**src/rtl/mc_ctrl_pkg.sv**
```systemverilog
// mc_ctrl_pkg: state set, datapath select codes, condition and cmd constants for the multicycle control unit
package mc_ctrl_pkg;
  typedef enum logic [3:0] {
    FETCH, DECODE, MEMADR, MEMREAD, MEMWB, MEMWRITE,
    EXECUTER, EXECUTEI, ALUWB, BRANCH, UNKNOWN, HALT
  } state_t;
  localparam logic [1:0] ALU_ADD = 2'b00, ALU_SUB = 2'b01, ALU_AND = 2'b10, ALU_ORR = 2'b11;
  localparam logic [1:0] RES_ALU = 2'b00, RES_ALUOUT = 2'b01, RES_RDATA = 2'b10;
  localparam logic [1:0] SRCA_REG = 2'b00, SRCA_PC = 2'b01;
  localparam logic [1:0] SRCB_REG = 2'b00, SRCB_IMM = 2'b01, SRCB_FOUR = 2'b10;
  localparam logic ADR_PC = 1'b0, ADR_ALU = 1'b1;
  localparam logic [3:0] CC_EQ = 4'h0, CC_NE = 4'h1, CC_CS = 4'h2, CC_CC = 4'h3,
                         CC_MI = 4'h4, CC_PL = 4'h5, CC_VS = 4'h6, CC_VC = 4'h7,
                         CC_HI = 4'h8, CC_LS = 4'h9, CC_GE = 4'hA, CC_LT = 4'hB,
                         CC_GT = 4'hC, CC_LE = 4'hD, CC_AL = 4'hE;
  localparam logic [3:0] CMD_AND = 4'b0000, CMD_SUB = 4'b0010, CMD_ADD = 4'b0100,
                         CMD_CMP = 4'b1010, CMD_ORR = 4'b1100;
  function automatic logic cond_ex(input logic [3:0] cond, input logic [3:0] nzcv);
    logic n, z, c, v;
    {n, z, c, v} = nzcv;
    case (cond)
      CC_EQ: cond_ex = z;
      CC_NE: cond_ex = ~z;
      CC_CS: cond_ex = c;
      CC_CC: cond_ex = ~c;
      CC_MI: cond_ex = n;
      CC_PL: cond_ex = ~n;
      CC_VS: cond_ex = v;
      CC_VC: cond_ex = ~v;
      CC_HI: cond_ex = c & ~z;
      CC_LS: cond_ex = ~c | z;
      CC_GE: cond_ex = n == v;
      CC_LT: cond_ex = n != v;
      CC_GT: cond_ex = ~z & (n == v);
      CC_LE: cond_ex = z | (n != v);
      default: cond_ex = 1'b1;
    endcase
  endfunction
endpackage

```
**src/rtl/mc_condlogic.sv**
```systemverilog
// mc_condlogic: NZCV flags register, condition evaluation and the per-instruction cond_q latch
module mc_condlogic
  import mc_ctrl_pkg::*;
(
  input  logic       clk,
  input  logic       reset,
  input  logic [3:0] cond,
  input  logic [3:0] alu_flags,
  input  logic       cond_we,
  input  logic       nz_we,
  input  logic       cv_we,
  output logic       cond_q
);
  logic [3:0] nzcv;
  // flag writes are gated by the condition captured in DECODE, not by the live flags
  always_ff @(posedge clk)
    if (reset) begin
      nzcv   <= '0;
      cond_q <= 1'b0;
    end else begin
      if (cond_we) cond_q <= cond_ex(cond, nzcv);
      if (nz_we & cond_q) nzcv[3:2] <= alu_flags[3:2];
      if (cv_we & cond_q) nzcv[1:0] <= alu_flags[1:0];
    end
endmodule

```
**src/rtl/mc_control_fsm.sv**
```systemverilog
// mc_control_fsm: multicycle ARM-subset control unit (Moore FSM + condition-gated strobes)
// Define MC_ILLEGAL_HALT_EN to make undefined ops enter a sticky HALT state.
module mc_control_fsm
  import mc_ctrl_pkg::*;
(
  input  logic        clk,
  input  logic        reset,
  input  logic [19:0] Instr,
  input  logic [3:0]  ALUFlags,
  output logic        PCWrite,
  output logic        MemWrite,
  output logic        RegWrite,
  output logic        IRWrite,
  output logic        AdrSrc,
  output logic [1:0]  RegSrc,
  output logic [1:0]  ALUSrcA,
  output logic [1:0]  ALUSrcB,
  output logic [1:0]  ResultSrc,
  output logic [1:0]  ImmSrc,
  output logic [1:0]  ALUControl,
  output logic        halted
);
  state_t     state;
  logic [3:0] cond, rd, cmd;
  logic [1:0] op, alu_cmd;
  logic [5:0] funct;
  logic       cond_q, dp_write, dp_cv, dp_flags, unused_rn;
  assign cond      = Instr[19:16];
  assign op        = Instr[15:14];
  assign funct     = Instr[13:8];
  assign rd        = Instr[3:0];
  assign cmd       = funct[4:1];
  assign unused_rn = ^Instr[7:4];
  assign ImmSrc    = op;
  assign dp_write  = cmd == CMD_ADD || cmd == CMD_SUB || cmd == CMD_AND || cmd == CMD_ORR;
  assign dp_cv     = cmd == CMD_ADD || cmd == CMD_SUB || cmd == CMD_CMP;
  assign dp_flags  = (state == EXECUTER || state == EXECUTEI) &&
                     ((funct[0] && dp_write) || cmd == CMD_CMP);
  assign alu_cmd   = (cmd == CMD_SUB || cmd == CMD_CMP) ? ALU_SUB :
                     cmd == CMD_AND ? ALU_AND : cmd == CMD_ORR ? ALU_ORR : ALU_ADD;
  mc_condlogic u_cond (
    .clk(clk),
    .reset(reset),
    .cond(cond),
    .alu_flags(ALUFlags),
    .cond_we(state == DECODE),
    .nz_we(dp_flags),
    .cv_we(dp_flags & dp_cv),
    .cond_q(cond_q)
  );
  always_ff @(posedge clk)
    if (reset) state <= FETCH;
    else
      case (state)
        FETCH:              state <= DECODE;
        DECODE:             state <= op == 2'b00 ? (funct[5] ? EXECUTEI : EXECUTER) :
                                     op == 2'b01 ? MEMADR : op == 2'b10 ? BRANCH : UNKNOWN;
        EXECUTER, EXECUTEI: state <= ALUWB;
        MEMADR:             state <= funct[0] ? MEMREAD : MEMWRITE;
        MEMREAD:            state <= MEMWB;
`ifdef MC_ILLEGAL_HALT_EN
        UNKNOWN, HALT:      state <= HALT;
`endif
        default:            state <= FETCH;
      endcase
  always_comb begin
    PCWrite    = 1'b0;
    MemWrite   = 1'b0;
    RegWrite   = 1'b0;
    IRWrite    = 1'b0;
    AdrSrc     = ADR_PC;
    RegSrc     = 2'b00;
    ALUSrcA    = SRCA_REG;
    ALUSrcB    = SRCB_REG;
    ResultSrc  = RES_ALU;
    ALUControl = ALU_ADD;
    case (state)
      FETCH: begin
        IRWrite = 1'b1;
        PCWrite = 1'b1;
        ALUSrcA = SRCA_PC;
        ALUSrcB = SRCB_FOUR;
      end
      DECODE: begin
        ALUSrcA = SRCA_PC;
        ALUSrcB = SRCB_FOUR;
        RegSrc  = {op == 2'b01, op == 2'b10};
      end
      EXECUTER, EXECUTEI: begin
        ALUSrcB    = state == EXECUTEI ? SRCB_IMM : SRCB_REG;
        ALUControl = alu_cmd;
      end
      ALUWB: begin
        ResultSrc = RES_ALUOUT;
        RegWrite  = cond_q & dp_write & (rd != 4'hF);
        PCWrite   = cond_q & dp_write & (rd == 4'hF);
      end
      MEMADR: begin
        ALUSrcB    = SRCB_IMM;
        ALUControl = funct[3] ? ALU_ADD : ALU_SUB;
      end
      MEMREAD: AdrSrc = ADR_ALU;
      MEMWB: begin
        ResultSrc = RES_RDATA;
        RegWrite  = cond_q;
      end
      MEMWRITE: begin
        AdrSrc   = ADR_ALU;
        MemWrite = cond_q;
      end
      BRANCH: begin
        ALUSrcB = SRCB_IMM;
        PCWrite = cond_q;
      end
      default: ;
    endcase
    if (reset) {PCWrite, MemWrite, RegWrite, IRWrite} = 4'b0000;
  end
`ifdef MC_ILLEGAL_HALT_EN
  assign halted = state == HALT;
`else
  assign halted = 1'b0;
`endif
endmodule

```
**config.mk**
```make
export PLATFORM = sky130hd
export DESIGN_NAME = mc_control_fsm
export DESIGN_NICKNAME = d
export VERILOG_FILES = /design/src/rtl/mc_ctrl_pkg.sv /design/src/rtl/mc_condlogic.sv /design/src/rtl/mc_control_fsm.sv
export SDC_FILE = /design/constraint.sdc
export NUM_CORES = 1
export LEC_CHECK = 0
export BUFFER_PORTS_ARGS = -buffer_cell sky130_fd_sc_hd__buf_2
export CAP_MARGIN = 30
export CORE_MARGIN = 2
export CORE_UTILIZATION = 47
export CTS_BUF_LIST = sky130_fd_sc_hd__clkbuf_4 sky130_fd_sc_hd__clkbuf_8
export DETAILED_ROUTE_END_ITERATION = 10
export PLACE_DENSITY = 0.93
export SLEW_MARGIN = 20
export SYNTH_ARGS = -nofsm -noshare
export SYNTH_HDL_FRONTEND = slang
export SYNTH_SLANG_ARGS = --single-unit
export TNS_END_PERCENT = 5
```
**constraint.sdc**
```tcl
create_clock -name clk -period 2.05 [get_ports clk]
set_input_delay 0.205 -clock clk [delete_from_list [all_inputs] [get_ports clk]]
set_output_delay 0.205 -clock clk [all_outputs]
set_load 0.05 [all_outputs]
```
==> impl_metrics.py, run 1 <==
metrics = {
    "status": {
        "status": "finished, final reports clean",
    },
    "yosys": {
        "yosys.area.top_type": "dfxtp_1",
        "synth_top_area_frac": 0.201,
        "yosysSeqAreaShare": 0.201,
        "synth_top_family_by_area": "simple AND/OR/NAND/NOR gates",
        "netlist_top_cells_count": "a21oi_1, dfxtp_1, nor2_1",
        "muxShareOfSynthArea": 0.0224,
        "synth_edf_count": 0,
        "yosysWarnings": 0,
        "ys_top_cells_by_area": "dfxtp_1, a21oi_1, buf_4",
        "synth_cell_types": 42,
        "synth-simple-area-share": 0.378,
        "synthAdderAreaFrac": 0,
        "ys_async_sr_fraction": 0,
        "synth-seq-cells": 9,
        "synth_xor_area_frac": 0.0490,
        "synth_compound_gate_area_share": 0.245,
        "syn_area_per_cell_um2": 7.04,
        "syn-instance-count": 127,
        "netlist_area_um2": 895,
        "synthFlopType": "dfxtp_1",
        "synth_most_common_cell": "a21oi_1",
    },
    "cells_and_area": {
        "areaGrowthSynthToFinish_pct": 25.7,
        "num-nets-final": 186,
        "regArea_um2": 180,
        "fin_area_um2": 1120,
        "multiInputGateArea_um2": 648,
        "drive_above_1_share": 0.333,
        "antennaDiodeCount": 0,
        "fillers": 175,
    },
    "placed_design": {
        "io_buffers": 37,
        "gp_congestion": 0.866,
        "dpl.hpwl_mm": 1.82,
        "pre_cts_slack_ps": 364,
        "place_area_um2": 1080,
    },
    "sta": {
        "hold_violations": 0,
        "worst_slew_pin_slew_ps": 503,
        "worst_slack_ps": 112,
        "fin_crit_ps": 1940,
        "tns_ps": 0,
        "min_period_over_period": 0.946,
        "drv_slew": 0,
        "final-setup-viol-count": 0,
        "skew_ps": 1.52,
        "rsz0062_at_grt": "false",
        "fmax_mhz": 516,
        "maxSlewHeadroom": 0.662,
    },
    "routing": {
        "drcViolationCount": 0,
        "via_per_inst": 5.94,
        "vias": 1093,
        "post_drt_wl_per_cell_um": 12.8,
        "drt_wl_total_mm": 2.35,
        "drtAntennaViolNets": 0,
        "firstDrtPassIters": 4,
        "drtIter0Drc": 31,
    },
    "grt": {
        "grt_usage": 0.229,
        "grt_pass1_wl_mm": 3.70,
        "grt_pass1_vias": 906,
        "antenna_found_initial": 0,
        "top_usage_layer": "met2",
        "met3_usage": 0.0604,
        "use_met2": 0.397,
        "use_met1": 0.268,
        "grt_max_degree": 12,
        "grt.overflow.total": 0,
    },
    "clock_tree": {
        "cts_made_buffers": 3,
        "cts_tree": "done",
        "cts_resized": 0,
        "clk_pin_slew_worst_paths_ps": 60,
        "htreeDepth": 1,
        "clock-root-buffer": "clkbuf_4",
        "ctsHoldBuffers": 0,
        "cts_sinks": 9,
        "cts_buffer_depth": 2,
        "cts_setup_buffers": 0,
        "clk_latency_ps": 270,
    },
    "floorplanning": {
        "die-area_um2": 2270,
        "rows": 15,
        "initial_core_util": 0.507,
        "io_pins": 44,
        "dieWidth_um": 47.6,
        "die_y_um": 47.6,
        "core_area_um2": 1760,
    },
    "setup_path": {
        "crit_buf_inv": 1,
        "worst_path_dominant_cell_family": "simple AND/OR/NAND/NOR gates",
        "crit_fanout": 7,
        "cp_slowest_stage_delay_ps": 600,
        "start_kind": "flip-flop",
        "r2r_slack_ps": 430,
        "reg2reg_depth": 4,
        "cp-end-kind": "output pin",
        "cp_cell_sequence": "or4b_4 > nor3b_1 > buf_2",
        "path_class": "flip-flop to output pin",
        "critPathSlowestCell": "or4b_4",
        "worstPathArrival_ps": 1730,
        "critical_path_required_ps": 1850,
        "cp_num_cells": 3,
    },
    "power_and_ir_drop": {
        "total_power_uw": 631,
        "p_leak_nw": 0.478,
        "p_per_area_nw_per_um2": 561,
        "irDropWorstVdd_mv": 0.402,
    },
    "min_path": {
        "worstHoldPathCells": 3,
        "hold_path_class": "primary input to flip-flop",
    },
    "run": {
        "maxCapViolations": 0,
    },
}
[metrics by stage]
| stage | hold slack, ps | instances | utilization |
|---|---|---|---|
| after global routing | 210 | 184 | 0.638 |
| final | 193 | 184 | 0.638 |
| after global placement | 474 | 180 | 0.614 |
| after CTS | 194 | 184 | 0.631 |
| after floorplan | 355 | 128 | - |
| after detailed placement | 477 | 180 | 0.614 |
[layer usage]
layer  part of all wire  vias to the layer above
li1                   -                      530
met2               0.50                       43
met3              0.068                        7
met5                  0                        -
met1               0.42                      513
met4              0.011                        0
[placed cells by master (no fill, tap or decap), types with 5 or more instances in the layout]
cell      netlist  layout
buf_2           2      35
a21oi_1        14      13
nand2b_1        6       6
dfxtp_1         9       9
clkbuf_4        0       6
or3_1           5       5
nand4_1         5       5
nand2_1         7       7
nor2_1          9       9
[worst register-to-register path, cell delays in order (launching register included)]
cell and delay, ps:
dfxtp_1 390, or4b_4 600, a31oi_1 160, nand3_1 90, o31a_1 280
[power by group]
| part | internal [mW] | switching (mW) |
|---|---|---|
| sequential | 0.185 | 0.0146 |
| clock | 0.0886 | 0.0671 |
| combinational | 0.0893 | 0.186 |
[state kept, by name (all words and copies together), names as in the netlist]
signal         flops
state              4
u_cond.nzcv        4
u_cond.cond_q      1
[final cells by class]
type                            instances  area share
Tap cell                               25      0.0278
Sequential cell                         9       0.160
Inverter                                4      0.0133
Clock buffer                            4      0.0267
Timing Repair Buffer                   41       0.196
Multi-Input combinational cell        101       0.576
[final timing paths]
kind	start	end
max	state[1]$_SDFF_PP0_	RegSrc[1]
min	ALUFlags[1]	u_cond.nzcv[1]$_SDFFE_PP0P_
max reg2reg	state[1]$_SDFF_PP0_	u_cond.cond_q$_SDFFE_PP0P_
min reg2reg	u_cond.nzcv[1]$_SDFFE_PP0P_	u_cond.nzcv[1]$_SDFFE_PP0P_
[cells by family after synthesis]
group / after synthesis
simple gates: 57
compound gates: 35
buf+inv: 18
flops: 9
xor+xnor: 5
mux: 2
other cells: 1
(Power assumes the default switching activity.)
==> run 2: changes to the inputs <==
--- a/config.mk
+++ b/config.mk
@@ -12,6 +12,7 @@
 export CTS_BUF_LIST = sky130_fd_sc_hd__clkbuf_4 sky130_fd_sc_hd__clkbuf_8
 export DETAILED_ROUTE_END_ITERATION = 10
 export PLACE_DENSITY = 0.93
+export RECOVER_POWER = 100
 export SLEW_MARGIN = 20
 export SYNTH_ARGS = -nofsm -noshare
 export SYNTH_HDL_FRONTEND = slang
==> run 2 against run 1 <==
Net effect: sequential share of layout area rose by 0.18 points; combinational power fell by 2%; global-route usage did not move; worst hold slack barely moved; sequential power barely moved; clock skew barely moved; worst setup slack got worse by 37 ps; final area fell by 1.1%; clock power barely moved; total power fell by 0.66%; critical path type unchanged; largest power group unchanged.
==> impl_metrics.py, run 2 (synthesis results as in run 1) <==
metrics = {
    "routing": {
        "post_drt_wl_per_cell_um": 12.8,
        "drtIter0Drc": 35,
        "via_per_inst": 5.93,
        "drtAntennaViolNets": 0,
        "firstDrtPassIters": 4,
        "drt_wl_total_mm": 2.36,
        "drcViolationCount": 0,
        "vias": 1091,
    },
    "cells_and_area": {
        "areaGrowthSynthToFinish_pct": 24.3,
        "final_common_cell": "buf_2",
        "final_cell_mix": "buf_2, a21oi_1, nor2_1, clkbuf_2, dfxtp_1",
        "top_regs": "state (4), u_cond.nzcv (4), u_cond.cond_q (1)",
        "drive_above_1_share": 0.289,
        "fillers": 179,
        "num-nets-final": 186,
        "multiInputGateArea_um2": 648,
        "antennaDiodeCount": 0,
        "utilization": 0.630,
        "regArea_um2": 180,
    },
    "setup_path": {
        "cp_slowest_stage_delay_ps": 530,
        "path_class": "flip-flop to output pin",
        "start_kind": "flip-flop",
        "crit_buf_inv": 1,
        "cp_cell_sequence": "or4b_4 > nor3b_1 > clkbuf_2",
        "cp-end-kind": "output pin",
        "r2r_slack_ps": 420,
        "crit_fanout": 9,
        "critPathSlowestCell": "or4b_4",
        "worst_path_dominant_cell_family": "simple AND/OR/NAND/NOR gates",
        "reg2reg_depth": 4,
        "critical_path_required_ps": 1850,
        "worstPathArrival_ps": 1770,
        "reg2reg_to": "u_cond.cond_q$_SDFFE_PP0P_",
        "cp_num_cells": 3,
        "rr_startpoint": "state[0]$_SDFF_PP0_",
        "crit_start": "state[0]$_SDFF_PP0_",
        "crit_end": "RegSrc[1]",
    },
    "sta": {
        "min_period_over_period": 0.964,
        "fin_crit_ps": 1980,
        "drv_slew": 0,
        "skew_ps": 1.81,
        "worst_slew_pin_slew_ps": 594,
        "maxSlewHeadroom": 0.606,
        "fmax_mhz": 506,
        "holdWs_ps": 193,
        "final-setup-viol-count": 0,
        "hold_violations": 0,
    },
    "power_and_ir_drop": {
        "irDropWorstVdd_mv": 0.402,
        "p_per_area_nw_per_um2": 563,
        "p_leak_nw": 0.456,
        "total_power_uw": 627,
    },
    "floorplanning": {
        "core_area_um2": 1760,
        "die_y_um": 47.6,
        "initial_core_util": 0.507,
        "dieWidth_um": 47.6,
        "die-area_um2": 2270,
        "rows": 15,
        "io_pins": 44,
    },
    "placed_design": {
        "gp_congestion": 0.866,
        "dpl.hpwl_mm": 1.82,
        "io_buffers": 37,
    },
    "clock_tree": {
        "ctsHoldBuffers": 0,
        "cts_tree": "done",
        "htreeDepth": 1,
        "cts_buffer_depth": 2,
        "clk_latency_ps": 270,
        "clock-root-buffer": "clkbuf_4",
        "cts_made_buffers": 3,
        "cts_sinks": 9,
        "clk_pin_slew_worst_paths_ps": 60,
    },
    "status": {
        "status": "finished, final reports clean",
    },
    "grt": {
        "antenna_found_initial": 0,
        "grt_usage": 0.229,
        "grt.overflow.total": 0,
        "grt_pass1_wl_mm": 3.70,
        "grt_pass1_vias": 906,
        "grt_max_degree": 12,
    },
    "run": {
        "maxCapViolations": 0,
    },
    "min_path": {
        "hold_path_class": "primary input to flip-flop",
    },
}
-- run 2: cell types whose count changed in the layout (fill, tap and decap cells not counted) --
cell      before  now
buf_4          4    2
clkbuf_1       0    6
and4bb_2       1    0
and4bb_1       0    1
buf_2         35   22
clkbuf_2       0    9
-- run 2: area by class of cell --
cell class / count / share of cell area
timing repair buffer: 41 / 0.187
inverter: 4 / 0.0135
sequential: 9 / 0.162
multi-input combinational: 101 / 0.583
clock buffer: 4 / 0.0270
tap: 25 / 0.0281
-- run 2: layer usage --
layer | up-vias | share of wire | GRT usage
li1 | 532 | - | -
met1 | 505 | 0.43 | 0.268
met2 | 47 | 0.49 | 0.397
met3 | 7 | 0.065 | 0.0604
met4 | 0 | 0.012 | 0.0919
met5 | - | 0 | 0
-- run 2: power breakdown --
| part | switching, mW | internal (mW) | total, mW |
|---|---|---|---|
| clock | 0.0676 | 0.0886 | 0.156 |
| combinational | 0.187 | 0.0839 | 0.271 |
| sequential | 0.0147 | 0.185 | 0.200 |
-- run 2: through the flow --
| stage | instance area, µm² | instances | setup TNS [ps] | worst slack [ps] |
|---|---|---|---|---|
| 2_1_floorplan | 912 | 128 | -656 | -192 |
| 3_3_place_gp | 1080 | 180 | 0 | 378 |
| 3_5_place_dp | 1080 | 180 | 0 | 364 |
| 4_1_cts | 1110 | 184 | 0 | 65.3 |
| 5_1_grt | 1110 | 184 | -0.894 | -0.894 |
| 6_report | 1110 | 184 | 0 | 74.3 |
-- run 2: timing repair --
| item | CTS | global route |
|---|---|---|
| buffers inserted | 0 | 0 |
| gates resized for setup | 0 | 3 |
| endpoints found under the setup margin | 0 | 3 |
-- run 2: worst min-delay path by stage --
stage / from / endpoint / slack (ps) / depth (start not counted)
floorplan: ALUFlags[1] / u_cond.nzcv[1]$_SDFFE_PP0P_ / 360 / 2
global placement: ALUFlags[2] / u_cond.nzcv[2]$_SDFFE_PP0P_ / 470 / 3
detailed placement: ALUFlags[2] / u_cond.nzcv[2]$_SDFFE_PP0P_ / 480 / 3
CTS: ALUFlags[1] / u_cond.nzcv[1]$_SDFFE_PP0P_ / 190 / 3
global route: ALUFlags[2] / u_cond.nzcv[2]$_SDFFE_PP0P_ / 210 / 3
finish: ALUFlags[1] / u_cond.nzcv[1]$_SDFFE_PP0P_ / 190 / 3
-- run 2: tightest hold or removal path, delay by kind of cell --
family | cells | cell delay [ps]
AOI/OAI and AO/OA | 1 | 50
and+or+nand+nor | 1 | 60
buffers and inverters | 1 | 90
